<file path="src/rtl/cordic_pkg.sv">
// rtl/cordic_pkg.sv - shared constants, arctangent table and state type for the cosine CORDIC
package cordic_pkg;

  localparam int CORDIC_WIDTH = 22;
  localparam int CORDIC_GUARD = 2;
  localparam int CORDIC_ITER  = 22;
  localparam int CORDIC_FRAC  = CORDIC_WIDTH + CORDIC_GUARD;

  // 0.6072529350 scaled by 2^24; preloaded so no post-rotation gain correction is needed
  localparam logic signed [31:0] K_GAIN = 32'sd10188014;

  typedef enum logic [1:0] {
    ST_IDLE,
    ST_ROTATE,
    ST_FINISH
  } cordic_state_e;

  // atan(2^-i) scaled by 2^24 and rounded; beyond i=7 the entry equals 2^(24-i) after rounding
  function automatic logic signed [31:0] atan_entry(input int idx);
    case (idx)
      0:       atan_entry = 32'sd13176795;
      1:       atan_entry = 32'sd7778716;
      2:       atan_entry = 32'sd4110060;
      3:       atan_entry = 32'sd2086331;
      4:       atan_entry = 32'sd1047214;
      5:       atan_entry = 32'sd524117;
      6:       atan_entry = 32'sd262123;
      7:       atan_entry = 32'sd131069;
      default: atan_entry = (idx < CORDIC_FRAC) ? (32'sd1 <<< (CORDIC_FRAC - idx)) : 32'sd0;
    endcase
  endfunction

endpackage

</file>
<file path="src/rtl/cordic_stage.sv">
// rtl/cordic_stage.sv - one combinational rotation-mode CORDIC micro-rotation
module cordic_stage #(
  parameter int IW    = 26,
  parameter int IDX_W = 5
) (
  input  logic signed [IW-1:0]    x,
  input  logic signed [IW-1:0]    y,
  input  logic signed [IW-1:0]    z,
  input  logic        [IDX_W-1:0] i,
  input  logic signed [IW-1:0]    atan,
  output logic signed [IW-1:0]    x_nx,
  output logic signed [IW-1:0]    y_nx,
  output logic signed [IW-1:0]    z_nx
);

  logic signed [IW-1:0] x_sh;
  logic signed [IW-1:0] y_sh;

  assign x_sh = x >>> i;
  assign y_sh = y >>> i;

  // z >= 0 rotates counter-clockwise (d = +1)
  always_comb begin
    x_nx = x;
    y_nx = y;
    z_nx = z;
    if (!z[IW-1]) begin
      x_nx = x - y_sh;
      y_nx = y + x_sh;
      z_nx = z - atan;
    end else begin
      x_nx = x + y_sh;
      y_nx = y - x_sh;
      z_nx = z + atan;
    end
  end

endmodule

</file>
<file path="src/rtl/cordic_cos_iter.sv">
// rtl/cordic_cos_iter.sv - iterative CORDIC cosine, one micro-rotation per enabled cycle
module cordic_cos_iter
  import cordic_pkg::*;
#(
  parameter int WIDTH = CORDIC_WIDTH,
  parameter int ITER  = CORDIC_ITER,
  parameter int GUARD = CORDIC_GUARD
) (
  input  logic             clk,
  input  logic             reset,
  input  logic             clk_en,
  input  logic             start,
  input  logic [WIDTH+1:0] theta,
  output logic [WIDTH+1:0] result,
  output logic             done,
  output logic             busy
);

  localparam int IW    = WIDTH + 2 + GUARD;
  localparam int IDX_W = $clog2(WIDTH + 1);

  typedef logic signed [IW-1:0] iw_t;
  typedef logic signed [IW:0]   ext_t;
  typedef logic [IDX_W-1:0]     idx_t;

  localparam idx_t LAST   = idx_t'(ITER - 1);
  localparam ext_t RND    = ext_t'(1 << (GUARD - 1));
  localparam ext_t SAT_HI = ext_t'(1 << WIDTH);
  localparam ext_t SAT_LO = -SAT_HI;

  cordic_state_e state, state_nx;
  iw_t  x, y, z, x_nx, y_nx, z_nx, atan_i;
  idx_t i;
  ext_t x_rnd, x_shr;
  logic [WIDTH+1:0] res_sat;

  assign atan_i = iw_t'(atan_entry(int'(i)));

  cordic_stage #(
    .IW   (IW),
    .IDX_W(IDX_W)
  ) u_stage (
    .x   (x),
    .y   (y),
    .z   (z),
    .i   (i),
    .atan(atan_i),
    .x_nx(x_nx),
    .y_nx(y_nx),
    .z_nx(z_nx)
  );

  // result is taken from the final rotation's output so it is valid on the done cycle
  always_comb begin
    x_rnd   = {x_nx[IW-1], x_nx} + RND;
    x_shr   = x_rnd >>> GUARD;
    res_sat = x_shr[WIDTH+1:0];
    if (x_shr > SAT_HI) begin
      res_sat = SAT_HI[WIDTH+1:0];
    end else if (x_shr < SAT_LO) begin
      res_sat = SAT_LO[WIDTH+1:0];
    end
  end

  always_ff @(posedge clk or posedge reset) begin
    if (reset) begin
      state <= ST_IDLE;
    end else if (clk_en) begin
      state <= state_nx;
    end
  end

  always_comb begin
    state_nx = state;
    done     = 1'b0;
    case (state)
      ST_IDLE:   if (start) state_nx = ST_ROTATE;
      ST_ROTATE: if (i == LAST) state_nx = ST_FINISH;
      ST_FINISH: begin
        state_nx = ST_IDLE;
        done     = clk_en;
      end
      default:   state_nx = ST_IDLE;
    endcase
  end

  assign busy = (state != ST_IDLE);

  always_ff @(posedge clk or posedge reset) begin
    if (reset) begin
      x      <= '0;
      y      <= '0;
      z      <= '0;
      i      <= '0;
      result <= '0;
    end else if (clk_en) begin
      if (state == ST_IDLE && start) begin
        x <= iw_t'(K_GAIN);
        y <= '0;
        z <= {theta, {GUARD{1'b0}}};
        i <= '0;
      end else if (state == ST_ROTATE) begin
        x <= x_nx;
        y <= y_nx;
        z <= z_nx;
        i <= i + idx_t'(1);
        if (i == LAST) result <= res_sat;
      end
    end
  end

endmodule

</file>
<file path="config.mk">
export PLATFORM = sky130hd
export DESIGN_NAME = cordic_cos_iter
export DESIGN_NICKNAME = d
export VERILOG_FILES = /design/src/rtl/cordic_pkg.sv /design/src/rtl/cordic_stage.sv /design/src/rtl/cordic_cos_iter.sv
export SDC_FILE = /design/constraint.sdc
export NUM_CORES = 1
export LEC_CHECK = 0
export CORE_ASPECT_RATIO = 0.8
export CORE_MARGIN = 2
export CORE_UTILIZATION = 61
export CTS_BUF_LIST = sky130_fd_sc_hd__clkbuf_4 sky130_fd_sc_hd__clkbuf_8 sky130_fd_sc_hd__clkbuf_16
export DETAILED_ROUTE_END_ITERATION = 16
export GPL_TIMING_DRIVEN = 0
export PLACE_DENSITY_LB_ADDON = 0.08
export SLEW_MARGIN = 0
export SYNTH_ARGS = -nofsm -noshare
export SYNTH_HDL_FRONTEND = slang
export SYNTH_SLANG_ARGS = --single-unit
</file>
<file path="constraint.sdc">
create_clock -name clk -period 10.21 [get_ports clk]
set_input_delay 1.5315 -clock clk [delete_from_list [all_inputs] [get_ports clk]]
set_output_delay 1.5315 -clock clk [all_outputs]
set_load 0.03 [all_outputs]
</file>
Yosys cells after proc, flatten, opt, wreduce, memory -nomap -nowiden. Cells that the tools add are included.

Register bits after elaboration: 109. Bits of input ports: 28. Output and inout port bits: 26. Word-level logic and storage cells: 61.

Add/subtract/negate cells: 9. $lt $le $gt $ge: 3. Eq/ne operators: 12. Shift operators: 3. Muxes and demuxes: 19. Bitwise gates (word level): 1. Reductions and logical operators: 8.

Operators by type and width (count): 2-to-1 mux 26 bit (10); one-hot mux 26 bit (8 select lines) (1); adder 26 bit (3); subtractor 26 bit (3); >>> shifter 26 x 5 -> 26 bit (2); 2-to-1 mux 24 bit (2); <<< shifter 2 x 32 -> 26 bit, first input constant (1); adder 26 x 3 -> 27 bit, second input constant (1); greater-than comparator 25 x 24 -> 1 bit, second input constant (1); less-than comparator 25 x 23 -> 1 bit, second input constant (1); == test 5 x 3 -> 1 bit, second input constant (4); == test 5 x 2 -> 1 bit, second input constant (2); 2-to-1 mux 5 bit (2); subtractor 5 x 5 -> 6 bit, first input constant (1); adder 5 x 1 -> 5 bit, second input constant (1); == test 5 x 1 -> 1 bit, second input constant (1); == test 5 bit, second input constant (1); zero test 5 bit (1); less-than comparator 5 bit, second input constant (1); 2-to-1 mux 2 bit (2); inequality test 2 bit, second input constant (2); one-hot mux 2 bit (2 select lines) (1); AND reduction 4 bit (1); nonzero test 2 bit (2); other kinds (8) (8).

Logic depth before layout (Yosys ltp).
Depth after elaboration: 8. Gate-level depth with buffers: 33. Gate-level depth less buffers: 26.

Hierarchy. From an unflattened synthesis, not the netlist that was laid out.

Cell total of the unflattened synthesis: 1781. Area, all modules: 14423.8 um^2.

Modules (own cells, without submodules): cordic_stage (instances 1, cells each 1121, area each 8739.6 um^2, seq. area each 0.0 um^2); cordic_cos_iter (instances 1, cells each 660, area each 5684.2 um^2, seq. area each 2727.6 um^2).

Worst setup path after synthesis. Ideal clock, no wire load.

Path type: register to register. From: register i[1]. To: register result[1]. Setup time: 145 ps. Data arrival time: 6532 ps. Data required time: 10065 ps. Path slack: 3534 ps. Cell stages (with the launch flop): 29. Path buffers: 4. Clock period less this slack: 6676 ps. Cells stage by stage: dfrtp_1 > buf_6 > mux4_1 > mux2i_1 > nor2_1 > nor4_2 > ha_1 > nand2_1 > nor2_1 > and3_1 > clkbuf_1 > nand2_1 > o41a_1 > xnor2_1 > ha_1 > clkbuf_1 > o211ai_1 > nor2_1 > a221oi_1 > nand2_1 > o311ai_0 > o311a_1 > nand4_1 > nand2_1 > o211ai_1 > a21o_1 > a311oi_4 > buf_6 > a211oi_2.

Longest elaborated chain between the ends: 7. Elaborated cells between the ends (all ways): 11. Classes of those cells: add/sub: 3; order compare: 2; eq/ne: 1; shift: 1; mux: 3; reduce/logical: 1.

Ends and longest elaborated chain: from (decl) (RTL line cordic_cos_iter.sv:33) `idx_t i;`; from (signal assigned) (RTL line cordic_cos_iter.sv:106) `i <= i + idx_t'(1);`; >>> shifter 26 x 5 -> 26 bit (RTL line cordic_stage.sv:20) `assign y_sh = y >>> i;`; subtractor 26 bit or adder 26 bit (tied branches) (RTL line cordic_stage.sv:28, cordic_stage.sv:32); 2-to-1 mux 26 bit (RTL line cordic_stage.sv:27) `if (!z[IW-1]) begin`; adder 26 x 3 -> 27 bit (RTL line cordic_cos_iter.sv:55) `x_rnd = {x_nx[IW-1], x_nx} + RND;`; less-than comparator 25 x 23 -> 1 bit (RTL line cordic_cos_iter.sv:60) `end else if (x_shr < SAT_LO) begin`; 2-to-1 mux 24 bit (RTL line cordic_cos_iter.sv:60); 2-to-1 mux 24 bit (RTL line cordic_cos_iter.sv:58) `if (x_shr > SAT_HI) begin`; to (signal assigned) (RTL line cordic_cos_iter.sv:107) `if (i == LAST) result <= res_sat;`; to (decl) (RTL line cordic_cos_iter.sv:14) `output logic [WIDTH+1:0] result,`.

Parallel ways exist; a longest one is shown, timed or not. A chain may end at the register's enable or synchronous reset.

Worst setup path in the final report.
From: register i[1]. To: register result[2].

Same word-level chain as after synthesis.

==> reports/metrics.yaml <==
outcome:
  outcome: "complete, no violations"
logic_synthesis:
  yosys_most_used_dff: "dfrtp_1"
  yosysTopAreaCell: "dfrtp_1"
  netlist_instances: 1798
  yosys-top-cells-area: "dfrtp_1 19%, mux4_2 7.4%, ha_1 7.3%"
  synth_area_um2: 14300
  syn-num-nets: 1913
  synth-seq-cells: 109
  yosysTopAreaCellShare_pct: 19.1
  ys_types: 97
  synthArstFlopShare_pct: 100
  synth_edf_count: 0
  avgSynthCellArea_um2: 7.96
  yosysWarnings: 0
  seq_area_frac_synth_pct: 19.1
layout:
  finalNetCount: 1977
  nFillCells: 1954
  final_cells: 2180
  area_growth_pct: 8.80
  drive_gt1_share_pct: 8.62
route:
  ant_nets: 0
  wirelength_um: 54200
  viasPerCell: 7.08
  dr.first_iter.drc_count: 2325
  num_vias: 15400
  dr.pass1.iters: 6
  wire_per_inst_um: 24.9
  drc: 0
floorplan:
  die_w_um: 175
  num_io_pins: 54
  core_um2: 23200
  die-area_um2: 24700
  fp.dieH_um: 141
  initial_core_util_pct: 61.7
  rows: 50
cts:
  h-tree-depth: 3
  clk_pin_slew_ps: 90
  cts_buffers: 9
  holdBufCountCts: 0
  clk_latency_ps: 390
  cts.path.max_buffers: 2
  cts_setup_buffers: 0
  cts_sinks: 109
  cts_root_buf: "clkbuf_16"
  ctsResizeCount: 0
  cts_tree: "yes"
placed_design:
  gp_congestion: 1.08
  pre_cts_slack_ps: 1390
  io_buffer_count: 52
  dp_hpwl_um: 41500
  placedCellCount: 2163
critical_path:
  max_stage_delay_ps: 970
  cp_slowest_cell: "o311ai_0"
  r2r_slack_ps: 950
  cp.arrival_ps: 9500
  path_max_fanout: 10
  crit_path_end_kind: "flop"
  rr_startpoint: "i[1]"
  reg2reg_depth: 28
  critPathKind: "flop to flop"
  cp_common_cell: "nand2_1"
  reg2reg_to: "result[2]"
  required_ps: 10450
  start_kind: "flop"
sta:
  setup_tns_ps: 0
  fin_skew_ps: 15.8
  hold_viol: 0
  final-max-slew-violation-count: 0
  fmax_ghz: 0.108
  setup_violations: 0
  rsz0062_at_grt: "false"
  period_needed_ps: 9260
  period_share_pct: 90.7
  maxSlewHeadroom_pct: 18.3
  setup_ws_ps: 948
  max_slew.worst_pin.slew_ps: 1210
grt:
  grtUsageTotal_pct: 43.3
  grt_pass1_vias: 14400
  overflow: 0
  antenna_found_initial: 1
  grt_pass1_wl_um: 81900
  grt_max_degree: 73
run:
  drv_cap: 0
min_path:
  hp-class: "flop to flop"
  hold_path.startpoint: "result[23]"
  min_path_cells: 2
  min_to: "result[23]"
cells in the mapped netlist, drive strengths merged, types with 9 or more instances:
master  number
a211oi      35
a21o        26
a21oi      165
a22oi       11
a31oi       31
and2        23
and3        24
buf         40
clkbuf      71
dfrtp      109
ha          84
inv         52
mux2        15
mux2i       39
mux4        53
nand2      158
nand2b      23
nand3       65
nand4       15
nor2       179
nor2b       23
nor3        34
o211ai      15
o21a        10
o21ai      143
o22ai       10
o31a         9
o31ai       12
or2         16
or3         24
xnor2       69
xor2        72
area by class of cell:
| type | instances | area (µm²) | area share, % |
|---|---|---|---|
| antenna | 1 | 2.50 | 0.0161 |
| buffer | 111 | 499 | 3.21 |
| clock buffer | 10 | 239 | 1.53 |
| clock inverter | 6 | 75.1 | 0.482 |
| inverter | 54 | 208 | 1.33 |
| multi-input combinational | 1524 | 10900 | 69.9 |
| sequential | 109 | 2730 | 17.5 |
| tap | 312 | 390 | 2.51 |
| timing repair buffer | 53 | 548 | 3.52 |
how the worst max path moves through the flow:
stage	to	cells past startpoint	slack, ps	startpoint
2_1_floorplan	result[1]	28	3530	i[1]
3_3_place_gp	result[3]	28	1580	i[1]
3_5_place_dp	result[2]	28	1390	i[1]
4_1_cts	result[2]	28	1320	i[1]
5_1_grt	result[2]	28	590	i[1]
6_report	result[2]	28	950	i[1]
per-stage QoR:
step,area (µm²),hold slack [ps],util (%)
final,15600,491,67.1
after global routing,15600,530,67.1
after CTS,15600,494,67.1
after detailed placement,15300,482,65.7
after global placement,15200,478,65.6
after floorplan,14300,456,-
sequential cells by signal (all words and copies together) (netlist names):
name,cells
x,26
result,24
i,5
y,26
z,26
state,2
placed cells by master, fill, tap and decap left out, types with 8 or more instances in the layout:
cell type        netlist  final
and3_1                24     24
nor2_1               175    175
xnor2_1               69     69
buf_2                 18     18
mux2i_1               39     39
o31ai_1               12     12
xor2_1                72     72
or3_1                 22     22
nor3_1                34     34
a211oi_1              27     27
o21ai_0              141    141
dfrtp_1              109    109
clkbuf_1              71     71
o22ai_1               10     10
a211oi_2               8      8
a221oi_1               8      8
or2_2                 16     16
nor2b_1               23     23
inv_1                 52     51
mux2_2                13     13
mux4_2                47     47
o211ai_1              14     14
clkbuf_16              0      9
nand2_1              157    157
and2_1                22     22
a21o_1                26     26
o31a_1                 9      9
nand3_1               65     65
buf_1                 12     12
nand4_1               15     15
o21a_1                10     10
ha_1                  84     84
a21oi_1              163    163
clkdlybuf4s50_1        0     52
a31oi_1               31     31
a22oi_1               10     10
nand2b_1              23     23
cell families after synthesis:
family,share of synthesized area (%)
and+or+nand+nor,21.8
AOI/OAI and AO/OA,25.4
buffers and inverters,4.91
xor gates and xnor gates,8.63
DFF,19.1
muxes,12.5
adders and majority gates,7.76
per-layer routing:
layer | global-route usage [%] | wire, µm | up-vias
li1 | - | - | 6810
met1 | 57.2 | 21200 | 7318
met2 | 63.2 | 22700 | 1132
met3 | 15.7 | 7780 | 185
met4 | 20.2 | 2500 | 0
met5 | 0 | 0 | -
worst max-delay path, delay by kind of cell, from the launching register on:
kind / cells / cell delay, ps
adders and majority gates: 2 / 590
xor gates and xnor gates: 1 / 390
AOI/OAI and AO/OA: 11 / 4220
muxes: 2 / 1190
and+or+nand+nor: 8 / 1330
DFF: 1 / 410
buffers and inverters: 4 / 950
Power is left out: the tool's default activity adds up to more than one toggle a clock period on the data nets, which glitch-free logic cannot reach.
